$ cat src/rtl/sreg_deserializer.sv
// ---------------------------------------------------------------------------
// sreg_deserializer
//
// Parametrised serial-to-parallel marshaller. Collects qualified serial bits
// into WIDTH-bit words, optionally aligned by a sync marker, and presents
// each finished word on a valid/ready output register. A finished word that
// cannot be handed over (output still occupied and not accepted) is dropped
// and the sticky overflow flag is raised.
//
// Parameters:
//   WIDTH         data bits per word (2..64)
//   LSB_FIRST     1: first received bit -> word_data[0]
//                 0: first received bit -> word_data[WIDTH-1]
//   SYNC_REQUIRED 1: discard bits after reset until the first sync
//                 0: start assembling immediately after reset
//
// Ports:
//   clk         clock, all logic on posedge
//   rst         synchronous active-high reset
//   bit_valid   serial_in / sync carry a bit this cycle
//   serial_in   serial data bit
//   sync        current bit is bit 0 of a new word (qualified by bit_valid)
//   word_data   assembled word, stable while word_valid=1
//   word_valid  word_data holds an unconsumed word
//   word_ready  downstream accepts when word_valid & word_ready
//   overflow    sticky: a completed word was dropped
//   ovf_clr     clears overflow (a simultaneous new drop wins)
//   parity_err  (SREG_DESER_PARITY_EN only) even-parity check of the word
//
// Optional feature, macro SREG_DESER_PARITY_EN: every word is followed by one
// even-parity bit; parity_err is loaded together with word_data.
// ---------------------------------------------------------------------------
module sreg_deserializer #(
  parameter int WIDTH         = 8,
  parameter int LSB_FIRST     = 1,
  parameter int SYNC_REQUIRED = 1
) (
  input  logic             clk,
  input  logic             rst,
  input  logic             bit_valid,
  input  logic             serial_in,
  input  logic             sync,
  output logic [WIDTH-1:0] word_data,
  output logic             word_valid,
  input  logic             word_ready,
  output logic             overflow,
  input  logic             ovf_clr
`ifdef SREG_DESER_PARITY_EN
  ,
  output logic             parity_err
`endif
);

  // Bit position (count value) of the final bit of a frame.
`ifdef SREG_DESER_PARITY_EN
  localparam int LAST_IDX = WIDTH;
`else
  localparam int LAST_IDX = WIDTH - 1;
`endif
  localparam int CNT_W = $clog2(LAST_IDX + 1);
  localparam logic [CNT_W-1:0] CNT_LAST = CNT_W'(LAST_IDX);
  localparam logic [CNT_W-1:0] CNT_ONE  = CNT_W'(1);

  typedef enum logic {
    ST_HUNT,
    ST_ASSEMBLE
  } state_t;

  state_t           state_q, state_d;
  logic [CNT_W-1:0] cnt_q, cnt_d;
  logic [WIDTH-1:0] shreg_q, shreg_d;
  logic [WIDTH-1:0] word_data_q, word_data_d;
  logic             word_valid_q, word_valid_d;
  logic             overflow_q, overflow_d;
`ifdef SREG_DESER_PARITY_EN
  logic             parity_err_q, parity_err_d;
`endif

  // Assembler helper values.
  logic [WIDTH-1:0] shifted;    // shift register with serial_in shifted in
  logic [WIDTH-1:0] seed;       // fresh register holding only serial_in as bit 0
  logic [WIDTH-1:0] done_word;  // word delivered on completion
  logic             word_done;  // a frame completes this cycle
  logic             drop;       // completed word cannot be delivered
`ifdef SREG_DESER_PARITY_EN
  logic             done_perr;
`endif

  always_comb begin
    // NOTE: every signal assigned here gets a default first so no path can
    // leave it unassigned and infer a latch.
    state_d     = state_q;
    cnt_d       = cnt_q;
    shreg_d     = shreg_q;
    word_done   = 1'b0;
    shifted     = '0;
    seed        = '0;
    done_word   = '0;
`ifdef SREG_DESER_PARITY_EN
    done_perr   = 1'b0;
`endif

    // LSB-first shifts right so the first bit migrates down to bit 0;
    // MSB-first shifts left so the first bit ends at the top.
    if (LSB_FIRST != 0) begin
      shifted = {serial_in, shreg_q[WIDTH-1:1]};
      seed    = {serial_in, {(WIDTH-1){1'b0}}};
    end else begin
      shifted = {shreg_q[WIDTH-2:0], serial_in};
      seed    = {{(WIDTH-1){1'b0}}, serial_in};
    end

    if (bit_valid) begin
      if (sync) begin
        // Realign: any partial word (including one missing only its last
        // bit) is discarded silently and this bit becomes bit 0.
        shreg_d = seed;
        cnt_d   = CNT_ONE;
        state_d = ST_ASSEMBLE;
      end else if (state_q == ST_ASSEMBLE) begin
        if (cnt_q == CNT_LAST) begin
          word_done = 1'b1;
          cnt_d     = '0;
          shreg_d   = '0;
`ifdef SREG_DESER_PARITY_EN
          // Final bit is the parity bit: data already sits in shreg_q.
          done_word = shreg_q;
          done_perr = (^shreg_q) ^ serial_in;
`else
          // The completed word includes the bit arriving now.
          done_word = shifted;
`endif
        end else begin
          shreg_d = shifted;
          cnt_d   = cnt_q + CNT_ONE;
        end
      end
    end
  end

  // Output register and handshake.
  always_comb begin
    word_data_d  = word_data_q;
    word_valid_d = word_valid_q;
`ifdef SREG_DESER_PARITY_EN
    parity_err_d = parity_err_q;
`endif
    drop = word_done & word_valid_q & ~word_ready;

    if (word_done && !drop) begin
      // Either the register is empty or its word leaves this cycle, so the
      // new word can be loaded back-to-back without loss.
      word_data_d  = done_word;
      word_valid_d = 1'b1;
`ifdef SREG_DESER_PARITY_EN
      parity_err_d = done_perr;
`endif
    end else if (word_valid_q && word_ready) begin
      word_valid_d = 1'b0;
    end

    // A new drop takes priority over a clear in the same cycle.
    overflow_d = drop | (overflow_q & ~ovf_clr);
  end

  // NOTE: sequential state uses non-blocking assignments only, so every flop
  // samples the pre-edge value of its neighbours regardless of block order.
  always_ff @(posedge clk) begin
    if (rst) begin
      if (SYNC_REQUIRED != 0) begin
        state_q <= ST_HUNT;
      end else begin
        state_q <= ST_ASSEMBLE;
      end
      cnt_q        <= '0;
      shreg_q      <= '0;
      word_data_q  <= '0;
      word_valid_q <= 1'b0;
      overflow_q   <= 1'b0;
`ifdef SREG_DESER_PARITY_EN
      parity_err_q <= 1'b0;
`endif
    end else begin
      state_q      <= state_d;
      cnt_q        <= cnt_d;
      shreg_q      <= shreg_d;
      word_data_q  <= word_data_d;
      word_valid_q <= word_valid_d;
      overflow_q   <= overflow_d;
`ifdef SREG_DESER_PARITY_EN
      parity_err_q <= parity_err_d;
`endif
    end
  end

  assign word_data  = word_data_q;
  assign word_valid = word_valid_q;
  assign overflow   = overflow_q;
`ifdef SREG_DESER_PARITY_EN
  assign parity_err = parity_err_q;
`endif

endmodule

$ cat config.mk
export PLATFORM = sky130hd
export DESIGN_NAME = sreg_deserializer
export DESIGN_NICKNAME = d
export VERILOG_FILES = /design/src/rtl/sreg_deserializer.sv
export SDC_FILE = /design/constraint.sdc
export NUM_CORES = 1
export LEC_CHECK = 0
export ABC_AREA = 1
export BUFFER_PORTS_ARGS = -buffer_cell sky130_fd_sc_hd__buf_2
export CAP_MARGIN = 20
export CORE_MARGIN = 4
export CORE_UTILIZATION = 45
export DETAILED_ROUTE_END_ITERATION = 8
export PLACE_DENSITY_LB_ADDON = 0.15
export SLEW_MARGIN = 25
export SYNTH_ARGS = -nofsm -noshare
export SYNTH_HDL_FRONTEND = slang
export SYNTH_SLANG_ARGS = --single-unit
$ cat constraint.sdc
create_clock -name clk -period 1.55 [get_ports clk]
set_input_delay 0.155 -clock clk [delete_from_list [all_inputs] [get_ports clk]]
set_output_delay 0.155 -clock clk [all_outputs]
set_load 0.02 [all_outputs]
==> run summary <==
## Worst setup path
- **crit path kind** reg2reg
- **ordered cell list for the critical path** ha_1, ha_2, inv_1, nor2_4, nand3_4, nand2_1, inv_1, nor2_1
- **crit end category** flip-flop
- **most used cell, CP** inv_1
- **Required @ worst endpoint** 1790 ps
- **slowest stage cell, crit path** dfxtp_1
- **Critical Path AT** 1610 ps
- **Worst setup SP type** flip-flop
- **maximum cell stage delay along the critical path** 370 ps
- **Worst Reg-to-Reg Cells** 8
- **biggest fanout along the worst timing path** 9

## Route
- **routed vias/inst** 4.56
- **drt initial violations** 6
- **DR vias** 811
- **number of nets with antenna violations after detailed routing** 0
- **routed length per placed instance** 9.70 um
- **iteration count of the initial detailed-routing pass** 5
- **DRC violations left** 0
- **Routed WL** 1730 um

## Synth
- **fraction of the mapped netlist area in adder cells** 2.58%
- **number of library cell types mapped by synthesis** 17
- **area of the mapped netlist** 970 um^2
- **Syn Nets** 143
- **fraction of the mapped netlist area in simple logic gates** 30.8%
- **combinational family with the most area after synthesis** simple AND/OR/NAND/NOR gates
- **xor and xnor fraction of the mapped netlist area** 0%
- **FF+latch count, synth** 21
- **Gate Count Post-Synth** 134
- **compound-cell area share of the yosys netlist** 9.55%
- **mean area per synthesized cell** 7.24 um^2
- **sequential-to-total area share from yosys stat** 43.4%
- **mux cell area share after synthesis** 0%
- **number of synthesis warnings** 0

## Flow run
- **number of max-capacitance violations reported** 0

## Power
- **peak supply drop** 0.364 mV
- **Flop pwr share** 63.6%
- **internal power of the cells** 672 uW
- **leakage power figure** 0.000509 uW
- **combinational power share** 7.8%
- **switching share of power** 23.9%
- **switching component of the power** 211 uW
- **power share of the clock group** 28.6%
- **power density over cell area** 800 mW/mm^2

## Clock tree
- **clock-pin slew on the worst setup and hold paths** 110 ps
- **number of buffers on the longest clock path** 2
- **root buffer cell** clkbuf_4
- **clock tree from TritonCTS** built
- **number of clock sinks seen by CTS** 21
- **TritonCTS buffer count** 3
- **insertion delay to the later sink of the worst-skew pair** 290 ps
- **number of levels the H-tree was split into** 1
- **setup bufs post-CTS** 0

## Status
- **status** finished clean

## Global routing
- **total global-route track usage** 14.4%
- **aggregate global routing overflow** 0
- **initial antenna violation count** 0
- **first-pass GRT wire length** 3150 um
- **number of global-route vias before repair** 757
- **maximum number of pins on one net before global-route repair** 14

## Timing
- **Final Slew Violations** 0
- **final period utilization** 88.4%
- **accumulated negative setup slack** 0 ps
- **endpoints failing setup** 0
- **clock period minus final worst setup slack** 1370 ps
- **Hold Violations, Final** 0
- **top achievable clock speed** 730 MHz
- **unrepaired setup endpoints after global routing** no
- **max-slew headroom at the worst pin** 73.4%
- **pin slew with the least headroom to its limit** 399 ps
- **Final Skew** 1.06 ps
- **worst hold margin** 94.7 ps

## Placed design
- **half-perimeter wire length of the detailed placement result** 1270 um
- **count of port buffers added during placement** 16
- **GP Congestion** 0.789

## Finish
- **share of cells above drive strength 1** 19.9%
- **Layout area overhead** 13.8%
- **most common library cell in the layout ignoring fill and taps** inv_1
- **antenna fix cells** 0
- **highest-count cells in the layout ignoring fill and taps** inv_1, nand2_1, dfxtp_1
- **fillers** 212
- **final net count** 161

## Floorplanning
- **Chip Width** 54.4 um
- **height of the die** 54.4 um
- **initial cell density of the core** 48.4%
- **num rows** 16
- **Die ar.** 0.00296 mm^2
- **I/O pins** 17
- **Std-Cell Core Area** 0.00200 mm^2

## Hold path
- **worst hold path cell count** 4
- **type of the most critical hold path** in2reg

-- registers in the layout, indices dropped and copies added, names as in the netlist --
name / count
state_q: 1
cnt_q: 3
overflow: 1
word_data: 8
word_valid: 1
shreg_q: 7
-- critical path: cells and delay by family, from the launching register on --
family / cells / cell delay, ps
flip-flops: 1 / 370
AND/OR/NAND/NOR: 4 / 430
buffers and inverters: 2 / 140
adder cells (fa/ha/maj): 2 / 370
-- cells in the mapped netlist --
cell      number  area (um^2)
nor2_4         2         22.5
buf_2          3         15.0
o21ai_1        5         25.0
clkinv_2       1         5.00
inv_1         29          109
nand3b_1       1         7.51
nand2_1       25         93.8
nand2_4        3         33.8
ha_1           2         25.0
a21oi_1       12         60.1
nor2_1        10         37.5
nor2_2         1         6.26
nand3_1       16         80.1
nand3_4        1         17.5
inv_2          1         3.75
o21a_1         1         7.51
dfxtp_1       21          420
-- area by class of cell --
type | instances | area (um^2) | area share (%)
Clock buffer | 3 | 22.5 | 2.04
Tap cell | 27 | 33.8 | 3.06
Clock inverter | 1 | 5.00 | 0.454
Inverter | 31 | 118 | 10.7
Multi-Input combinational cell | 79 | 424 | 38.4
Timing Repair Buffer | 16 | 80.1 | 7.26
Sequential cell | 21 | 420 | 38.1
-- layer usage --
layer	routed length, um	GRT usage, %	vias to the layer above
met1	823	18.9	356
met2	813	22.9	10
met4	18	5.81	0
met5	0	0	-
met3	71	3.00	2
li1	-	-	443
-- repair_timing --
item                                    in CTS  in global routing
hold buffers                                 0                  0
endpoints found under the setup margin       0                  7
resized for setup                            0                  2
-- metrics by stage --
stage	cells	instance area, um^2	total power [uW]	utilization (%)	setup WS (ps)
after floorplan	134	970	621	-	319
after CTS	178	1100	899	54.8	114
after global placement	174	1070	641	53.4	222
after detailed placement	174	1070	642	53.4	145
after global routing	178	1100	937	55.1	18.1
final	178	1100	883	55.1	180
-- power groups by stage --
stage          Clock (uW)  Combinational [uW]  Sequential [uW]
6_report              253                68.9              562
5_1_grt               294                79.5              564
4_1_cts               269                69.1              562
3_5_place_dp            0                68.7              574
3_3_place_gp            0                67.1              573
2_1_floorplan           0                48.7              572
-- logic make-up (layout without fill, tap and decap cells) --
logic type                 count (synthesis)  in the layout
and+or+nand+nor                           59             59
buffers and inverters                     34             51
AOI/OAI and AO/OA                         18             18
adders and majority gates                  2              2
DFF                                       21             21
-- path summary, 6_finish.rpt --
path	start	end	slack [ps]
setup / recovery	cnt_q[0]	word_data[1]	180
hold / removal	ovf_clr	overflow	90
setup reg to reg	cnt_q[0]	word_data[1]	180
hold reg to reg	overflow	overflow	470
No activity file was read; power rests on OpenSTA's default activity.
